$ cat config.mk
export PLATFORM = sky130hd
export DESIGN_NAME = fifo_param_flat
export DESIGN_NICKNAME = d
export VERILOG_FILES = /design/src/rtl/fifo_param_if.sv /design/src/rtl/fifo_param.sv /design/src/flat_wrapper.sv
export SDC_FILE = /design/constraint.sdc
export NUM_CORES = 1
export LEC_CHECK = 0
export CORE_MARGIN = 2
export CORE_UTILIZATION = 52
export DETAILED_ROUTE_END_ITERATION = 7
export PLACE_DENSITY = 0.75
export SETUP_SLACK_MARGIN = 0.15
export SLEW_MARGIN = 20
export SYNTH_ARGS = -nofsm -noshare
export SYNTH_HDL_FRONTEND = slang
export SYNTH_SLANG_ARGS = --single-unit
$ cat constraint.sdc
create_clock -name clk -period 2.51 [get_ports clk]
set_clock_uncertainty 0.05 [all_clocks]
set_input_delay 0.251 -clock clk [delete_from_list [all_inputs] [get_ports clk]]
set_output_delay 0.251 -clock clk [all_outputs]
set_load 0.02 [all_outputs]
$ cat src/rtl/fifo_param_if.sv
// fifo_param_if
// Bundles the request side and the status/read side of one fifo_param
// channel so a producer/consumer pair can be wired with a single port.
//   master : the stage that issues push/pop, write data, thresholds and
//            error clear; it observes the read port and all status flags.
//   slave  : the FIFO itself.
// DATA_SIZE sets the word width and ADDR_SIZE the depth (2**ADDR_SIZE).
// CNT_SIZE is derived and sizes the count and threshold fields.
interface fifo_param_if #(
    parameter int DATA_SIZE = 6,
    parameter int ADDR_SIZE = 4
);
    localparam int CNT_SIZE = ADDR_SIZE + 1;

    logic                 push;
    logic                 pop;
    logic [DATA_SIZE-1:0] data_in;
    logic [CNT_SIZE-1:0]  afull_th;
    logic [CNT_SIZE-1:0]  aempty_th;
    logic                 err_clr;

    logic [DATA_SIZE-1:0] data_out;
    logic                 data_valid;
    logic [CNT_SIZE-1:0]  data_count;
    logic                 fifo_empty;
    logic                 fifo_full;
    logic                 almost_full;
    logic                 almost_empty;
    logic                 fifo_pause;
    logic                 err_overflow;
    logic                 err_underflow;
    logic                 fifo_error;

    modport master (
        output push, pop, data_in, afull_th, aempty_th, err_clr,
        input  data_out, data_valid, data_count, fifo_empty, fifo_full,
               almost_full, almost_empty, fifo_pause,
               err_overflow, err_underflow, fifo_error
    );

    modport slave (
        input  push, pop, data_in, afull_th, aempty_th, err_clr,
        output data_out, data_valid, data_count, fifo_empty, fifo_full,
               almost_full, almost_empty, fifo_pause,
               err_overflow, err_underflow, fifo_error
    );
endinterface

$ cat src/rtl/fifo_param.sv
// fifo_param
// Parametrised synchronous FIFO with registered read port, occupancy count,
// almost-full/almost-empty flags, hysteretic pause and sticky errors.
// Ports:
//   clk      : single clock, everything updates on the rising edge
//   reset_L  : synchronous active-low reset
//   bus      : fifo_param_if slave modport carrying push/pop/data_in,
//              thresholds, err_clr and all read/status outputs
module fifo_param #(
    parameter int DATA_SIZE = 6,
    parameter int ADDR_SIZE = 4
) (
    input logic          clk,
    input logic          reset_L,
    fifo_param_if.slave  bus
);
    localparam int CNT_SIZE = ADDR_SIZE + 1;
    localparam int DEPTH    = 1 << ADDR_SIZE;
    localparam logic [CNT_SIZE-1:0] DEPTH_CNT = CNT_SIZE'(DEPTH);

    // Storage is deliberately left unreset; pointers and count define validity.
    logic [DATA_SIZE-1:0] mem_q [DEPTH];

    logic [ADDR_SIZE-1:0] wr_ptr_q, wr_ptr_d;
    logic [ADDR_SIZE-1:0] rd_ptr_q, rd_ptr_d;
    logic [CNT_SIZE-1:0]  count_q, count_d;
    logic [DATA_SIZE-1:0] data_out_q, data_out_d;
    logic                 valid_q, valid_d;
    logic                 pause_q, pause_d;
    logic                 ovf_q, ovf_d;
    logic                 unf_q, unf_d;

    logic empty, full, pop_ok, push_ok;

    assign empty   = (count_q == '0);
    assign full    = (count_q == DEPTH_CNT);
    assign pop_ok  = bus.pop & ~empty;
    // A pop in the same cycle frees a slot, so a full FIFO can still take a push.
    assign push_ok = bus.push & (~full | pop_ok);

    // Next-state for pointers, count, read port, pause and sticky errors.
    always_comb begin
        wr_ptr_d   = wr_ptr_q;
        rd_ptr_d   = rd_ptr_q;
        count_d    = count_q;
        data_out_d = data_out_q;
        valid_d    = 1'b0;

        if (push_ok) begin
            wr_ptr_d = wr_ptr_q + ADDR_SIZE'(1);
        end

        if (pop_ok) begin
            rd_ptr_d   = rd_ptr_q + ADDR_SIZE'(1);
            data_out_d = mem_q[rd_ptr_q];
            valid_d    = 1'b1;
        end

        case ({push_ok, pop_ok})
            2'b10:   count_d = count_q + CNT_SIZE'(1);
            2'b01:   count_d = count_q - CNT_SIZE'(1);
            default: count_d = count_q;
        endcase

        // Set is tested first so misprogrammed thresholds resolve to paused.
        if (count_q >= bus.afull_th) begin
            pause_d = 1'b1;
        end else if (count_q <= bus.aempty_th) begin
            pause_d = 1'b0;
        end else begin
            pause_d = pause_q;
        end

        // A new error in the clearing cycle must not be lost.
        ovf_d = (bus.push & full & ~pop_ok) | (ovf_q & ~bus.err_clr);
        unf_d = (bus.pop & empty)           | (unf_q & ~bus.err_clr);
    end

    // Control and status registers with synchronous active-low reset.
    always_ff @(posedge clk) begin
        if (!reset_L) begin
            wr_ptr_q   <= '0;
            rd_ptr_q   <= '0;
            count_q    <= '0;
            data_out_q <= '0;
            valid_q    <= 1'b0;
            pause_q    <= 1'b0;
            ovf_q      <= 1'b0;
            unf_q      <= 1'b0;
        end else begin
            wr_ptr_q   <= wr_ptr_d;
            rd_ptr_q   <= rd_ptr_d;
            count_q    <= count_d;
            data_out_q <= data_out_d;
            valid_q    <= valid_d;
            pause_q    <= pause_d;
            ovf_q      <= ovf_d;
            unf_q      <= unf_d;
        end
    end

    // Memory write; requests seen while reset is asserted are dropped.
    always_ff @(posedge clk) begin
        if (reset_L && push_ok) begin
            mem_q[wr_ptr_q] <= bus.data_in;
        end
    end

    assign bus.data_out      = data_out_q;
    assign bus.data_valid    = valid_q;
    assign bus.data_count    = count_q;
    assign bus.fifo_empty    = empty;
    assign bus.fifo_full     = full;
    assign bus.almost_full   = (count_q >= bus.afull_th);
    assign bus.almost_empty  = (count_q <= bus.aempty_th) & ~empty;
    assign bus.fifo_pause    = pause_q;
    assign bus.err_overflow  = ovf_q;
    assign bus.err_underflow = unf_q;
    assign bus.fifo_error    = ovf_q | unf_q;

endmodule

$ cat src/flat_wrapper.sv
// flat-port wrapper written by rule: the top's interface ports become plain ports
module fifo_param_flat 
#(
    parameter int DATA_SIZE = 6,
    parameter int ADDR_SIZE = 4
)
  (clk, reset_L, bus_push, bus_pop, bus_data_in, bus_afull_th, bus_aempty_th, bus_err_clr, bus_data_out, bus_data_valid, bus_data_count, bus_fifo_empty, bus_fifo_full, bus_almost_full, bus_almost_empty, bus_fifo_pause, bus_err_overflow, bus_err_underflow, bus_fifo_error);
  fifo_param_if #(.DATA_SIZE(DATA_SIZE), .ADDR_SIZE(ADDR_SIZE)) bus_i ();
  input logic clk;
  input logic reset_L;
  input wire logic [$bits(bus_i.push)-1:0] bus_push;
  input wire logic [$bits(bus_i.pop)-1:0] bus_pop;
  input wire logic [$bits(bus_i.data_in)-1:0] bus_data_in;
  input wire logic [$bits(bus_i.afull_th)-1:0] bus_afull_th;
  input wire logic [$bits(bus_i.aempty_th)-1:0] bus_aempty_th;
  input wire logic [$bits(bus_i.err_clr)-1:0] bus_err_clr;
  output wire logic [$bits(bus_i.data_out)-1:0] bus_data_out;
  output wire logic [$bits(bus_i.data_valid)-1:0] bus_data_valid;
  output wire logic [$bits(bus_i.data_count)-1:0] bus_data_count;
  output wire logic [$bits(bus_i.fifo_empty)-1:0] bus_fifo_empty;
  output wire logic [$bits(bus_i.fifo_full)-1:0] bus_fifo_full;
  output wire logic [$bits(bus_i.almost_full)-1:0] bus_almost_full;
  output wire logic [$bits(bus_i.almost_empty)-1:0] bus_almost_empty;
  output wire logic [$bits(bus_i.fifo_pause)-1:0] bus_fifo_pause;
  output wire logic [$bits(bus_i.err_overflow)-1:0] bus_err_overflow;
  output wire logic [$bits(bus_i.err_underflow)-1:0] bus_err_underflow;
  output wire logic [$bits(bus_i.fifo_error)-1:0] bus_fifo_error;
  assign bus_i.push = bus_push;
  assign bus_i.pop = bus_pop;
  assign bus_i.data_in = bus_data_in;
  assign bus_i.afull_th = bus_afull_th;
  assign bus_i.aempty_th = bus_aempty_th;
  assign bus_i.err_clr = bus_err_clr;
  assign bus_data_out = bus_i.data_out;
  assign bus_data_valid = bus_i.data_valid;
  assign bus_data_count = bus_i.data_count;
  assign bus_fifo_empty = bus_i.fifo_empty;
  assign bus_fifo_full = bus_i.fifo_full;
  assign bus_almost_full = bus_i.almost_full;
  assign bus_almost_empty = bus_i.almost_empty;
  assign bus_fifo_pause = bus_i.fifo_pause;
  assign bus_err_overflow = bus_i.err_overflow;
  assign bus_err_underflow = bus_i.err_underflow;
  assign bus_fifo_error = bus_i.fifo_error;
  fifo_param #(.DATA_SIZE(DATA_SIZE), .ADDR_SIZE(ADDR_SIZE)) u_core (.clk(clk), .reset_L(reset_L), .bus(bus_i));
endmodule
== Yosys cells after proc, flatten, opt, wreduce, memory -nomap -nowiden ==
Memories as Yosys holds them, arrays and structs flattened. A register that Yosys moved wholly into a read port is not among the register bits.
Index checks and enable logic that the tools add are counted.
Storage, ports and cells
  register bits after elaboration: 17
  bits in writable memories: 96
  output and inout bits: 20
  logic and storage cells: 44
  memories: 1
Cells by class
  add/subtract/negate cells: 4
  order comparisons: 2
  eq/ne operators: 3
  muxes and demuxes: 6
  bitwise logic cells: 16
  reduce and logical (&&, ||, !) cells: 5
Memories
  u_core.mem_q: words 16, bits a word 6, read ports 1, clocked after Yosys merged registers in 1, wr ports 1, RTL line fifo_param.sv:22  | logic [DATA_SIZE-1:0] mem_q [DEPTH];
Operators with widths (count)
  $pmux W5 S2: 1
  $add A4 B1 Y4 const B: 2
  $and A1 B1 Y1: 8
  $add A5 B1 Y5 const B: 1
  $eq A5 B5 Y1 const B: 1
  $ge A5 B5 Y1: 1
  $le A5 B5 Y1: 1
  $logic_not A5 Y1: 1
  $mux W1: 5
  $sub A5 B1 Y5 const B: 1
  $not A1 Y1: 4
  $or A1 B1 Y1: 4
  $reduce_bool A2 Y1: 2
  $eq A2 B1 Y1 const B: 1
  $eq A2 B2 Y1 const B: 1
  $logic_and A1 B1 Y1: 1
  $logic_not A1 Y1: 1

== Depth between registers and ports, before layout ==
  depth in word-level cells: 8
  mapped depth: 11
  gate-level depth less buffers: 9

== Worst setup path before layout ==
Ideal clock, no wire load.
  path type: reg-to-reg
  start point: register u_core.count_q[2], in the netlist u_core.bus.data_count[2]
  end point: register u_core.count_q[4], in the netlist u_core.bus.data_count[4]
  setup time: 0.127 ns
  data arrival time: 2.358 ns
  path slack: -0.026 ns
  cell stages (with the launch flop): 11
  buffers on the path: 2
  period minus slack after synthesis: 2.536 ns
  path through: dfxtp_1 or4_1 buf_2 o21ai_0 buf_4 nor2_1 xor2_1 ha_1 nand2b_1 o311ai_0 a21oi_1
Between the ends
  longest elaborated chain between the ends: 7
  elaborated cells on any way between the ends: 13
  classes of those cells: add/sub (2); eq/ne (3); mux (1); bitwise (5); reduce/logical (2)
RTL lines
  start, declared: RTL line fifo_param.sv:26  | logic [CNT_SIZE-1:0] count_q, count_d;
  start signal, assigned: RTL line fifo_param.sv:93  | count_q <= count_d;
  $logic_not A5 Y1: RTL line fifo_param.sv:35  | assign empty = (count_q == '0);
  $not A1 Y1: RTL line fifo_param.sv:37  | assign pop_ok = bus.pop & ~empty;
  $and A1 B1 Y1: RTL line fifo_param.sv:37
  $or A1 B1 Y1: RTL line fifo_param.sv:39  | assign push_ok = bus.push & (~full | pop_ok);
  $and A1 B1 Y1: RTL line fifo_param.sv:39
  $eq A2 B1 Y1 or $eq A2 B2 Y1 (tied branches): RTL line fifo_param.sv:59  | case ({push_ok, pop_ok})
  $pmux W5 S2 or $reduce_bool A2 Y1 (tied branches)
Several ways; a longest one is shown, not always the timed one.
A chain may end at the register's enable or synchronous reset.

== Worst setup path after layout ==
Same ends and word-level chain as after synthesis.

==> summary.txt <==
Setup path
  • Worst path cell trace: or4_4 -> buf_6 -> o21ai_4 -> nor2_2 -> xor2_1 -> ha_2 -> nand2b_4 -> o41ai_2 -> nand2_1 -> a21oi_1
  • Crit path DAT: between 2000 and 3000 ps
  • Slowest cell on the critical path: or4_4
  • Worst Reg-to-Reg Cells: 10
  • WP data required: 2900 ps
  • Crit path from: u_core.bus.data_count[2]
  • Reg-to-Reg End: u_core.bus.data_count[4]
  • Critical path class: register to register
  • Worst setup EP type: register
  • Worst r2r src: u_core.bus.data_count[2]
  • Reg2Reg Setup Slack: 200 ps
  • Crit path max fanout: 4
  • Crit path to: u_core.bus.data_count[4]
  • Crit start category: register
  • Crit path max-delay family: simple AND/OR/NAND/NOR gates
  • CP Depth: 10
  • CP peak stage delay: 530 ps
  • Buf/Inv on CP: 1

Clock tree
  • Clock tree root driver cell: clkbuf_8
  • H-tree depth: 4
  • Total CTS buffers: 17
  • Clk buf depth: 2
  • CTS tree: built
  • Reg clk slew, reported paths: approximately 60 ps
  • Skew-Pair Late Insertion Delay: between 500 and 600 ps
  • CTS sink cnt: about 120

Global routing
  • Overall Global Routing Usage: 0.2101
  • Pin count of the biggest net entering global routing: 28
  • First-pass GRT wire length: 15.37 mm
  • Congestion Overflow GR: 0
  • Initial antenna violation count: 0
  • Vias in the first global route: around 3,000

Timing
  • Minimum clock period: between 2000 and 2500 ps
  • Worst-Margin Slew: roughly 1000 ps
  • Unrepaired setup endpoints after global routing: true
  • Final-report max-slew violation count: 0
  • Final Setup Violations: 0
  • Fmax: ~430 MHz
  • Final hold vios: 0
  • Tcrit/Tclk final: 0.9194
  • Worst rel slew slack: 0.3466
  • Setup_tns: 0 ps

Power
  • Power Density: 976.1 nW/um^2
  • Sw Pwr: 0.001700 W
  • Combinational fraction of design power: 0.242
  • Leak Pwr: 2.246 nW
  • Clock power share: 0.384
  • Sequential share of power: 0.374
  • Net switching fraction of the power: 0.2705
  • Pint: 0.004584 W
  • VDD IR max: 595.8 uV

Synth
  • Post-synth top cells: edfxtp_1 (96), nor2_1 (33), mux4_2 (24)
  • Cell taking the most area after synthesis: edfxtp_1
  • Syn Area/Cell: 15.71 sq um
  • Most numerous cell in the Yosys netlist: edfxtp_1
  • Top cell type's share of synthesized area: 0.5772
  • Sequential area share after synthesis: 0.6693
  • Async SR Flop Fraction: 0
  • Synth unique cells: 37
  • Top cells by area, synth: edfxtp_1 (58%), mux4_2 (11%), dfxtp_1 (9.2%), ha_1 (4.0%), mux2i_1 (2.8%)
  • Mapped Area: 4995 sq um
  • Predominant post-synthesis flop cell: edfxtp_1
  • Synth Net Count: 355
  • Warnings, synthesis: 0
  • Post-synth EDFFs: 96
  • Post-Syn Instances: ~320
  • Seq cells post-synth: 119

Finish
  • Share of layout cells above drive strength 1: 0.2647
  • Area growth syn-to-layout: 28.91%
  • Non-filler cells in the finished layout: roughly 540
  • Final #Nets: around 430
  • Register area: approximately 3300 sq um
  • Area of the multi-input gates: between 1500 and 2000 sq um
  • Fillers: slightly above 600
  • Ant diodes: 0

Route
  • Via count: 2,968
  • DRT Wirelength: 10.02 mm
  • Initial drt markers: around 230
  • DR DRC count: 0
  • DRT Pass-1 Iters: 6
  • WL/cell: 18.65 um
  • Post-DR vias/cell: 5.527
  • Post-route ant nets: 0

Die
  • Area of the die: 10,410 sq um
  • Ports: 41
  • Area of the core: 9284 sq um
  • Die Y: 102.0 um
  • Row cnt: 35
  • Initial Utilization: 0.5380
  • DIE WIDTH: 102.0 um

Job
  • Maxcap violations: 0

Placed design
  • Dpl cells: 502
  • GPL Wtd Cong: around 0.82
  • I/O Buffers: 40
  • Final HPWL DP: 6.588 mm

Outcome
  • Status: finished clean

Hold path
  • Worst hold path class: primary input to register
==> cell families (layout without fill, tap and decap cells) <==
family / count (synthesis) / after routing / synth area share
xor gates and xnor gates: 10 / 10 / 0.01753
DFF: 119 / 119 / 0.6693
muxes: 38 / 38 / 0.1363
adders and majority gates: 16 / 16 / 0.04008
buffers and inverters: 31 / 121 / 0.02830
AOI/OAI and AO/OA: 28 / 28 / 0.03758
and+or+nand+nor: 76 / 76 / 0.07089
==> power by group through the flow <==
stage | clock network (W) | logic, W | registers (W)
after floorplan | 0 | 0.000761 | 0.00246
after global placement | 0 | 0.00139 | 0.00239
after detailed placement | 0 | 0.00142 | 0.00239
after CTS | 0.00246 | 0.00142 | 0.00235
after global routing | 0.00255 | 0.00163 | 0.00236
final | 0.00241 | 0.00152 | 0.00235
==> tightest hold or removal path, delay by kind of cell <==
family,cells,cell delay [ps]
buffers and inverters,1,430
and+or+nand+nor,2,180
AOI/OAI and AO/OA,1,50
==> sequential cells by signal, indices dropped and copies added (netlist names) <==
signal,cells
u_core.wr_ptr_q,4
u_core.bus.data_out,6
u_core.bus.err_overflow,1
u_core.bus.data_count,5
u_core.bus.data_valid,1
u_core.bus.fifo_pause,1
u_core.bus.err_underflow,1
u_core.mem_q,96
u_core.rd_ptr_q,4
==> how the worst min path moves through the flow <==
| stage | end | cells after the start | slack (ps) | start |
|---|---|---|---|---|
| after floorplan | u_core.mem_q[0][0] | 0 | 300 | bus_data_in[0] |
| after global placement | u_core.bus.data_out[5] | 2 | 420 | u_core.bus.data_out[5] |
| after global routing | u_core.bus.err_overflow | 4 | 420 | bus_err_clr |
| after detailed placement | u_core.bus.fifo_pause | 2 | 420 | u_core.bus.fifo_pause |
| after CTS | u_core.bus.err_overflow | 4 | 360 | bus_err_clr |
| final | u_core.bus.err_overflow | 4 | 390 | bus_err_clr |
==> stage by stage <==
stage	utilization	worst slack (ps)	cell area, sq um	power (W)	hold slack [ps]
2_1_floorplan	-	137.1	5002	0.003216	299.9
3_3_place_gp	0.6179	72.73	5737	0.003772	423.7
3_5_place_dp	0.6179	-3.011	5737	0.003806	423.3
4_1_cts	0.6849	117.1	6359	0.006232	363.7
5_1_grt	0.6935	120.1	6439	0.006546	419.7
6_report	0.6935	202.4	6439	0.006285	388.8
==> cells in the final DEF, fill, tap and decap left out, drive strengths merged, types with 14 or more instances in the layout <==
cell type	synthesis	final
ha	16	16
clkbuf	6	24
inv	14	16
mux4	24	24
nor2	33	33
mux2i	14	14
buf	10	36
dfxtp	23	23
clkdlybuf4s50	0	36
edfxtp	96	96
==> routing by layer <==
metal / track usage / wire length, um
met1: 0.2622 / 4198
met2: 0.3391 / 5046
met3: 0.07114 / 626
met4: 0.08821 / 144
met5: 0 / 0
==> final cells by class <==
type	instances	share of cell area
Clock buffer	23	0.07773
Clock inverter	9	0.01710
Inverter	15	0.008745
Multi-Input combinational cell	168	0.2466
Sequential cell	119	0.5202
Tap cell	129	0.02507
Timing Repair Buffer	74	0.1045
==> repair_timing <==
action | 4_1_cts | 5_1_grt
hold endpoints to repair | 0 | 0
hold buffers | 0 | 0
pin swaps | 0 | 8
setup endpoints to repair | 5 | 18
buffers inserted | 0 | 3
gates resized for setup | 17 | 15
Power figures use the tool's default switching activity.
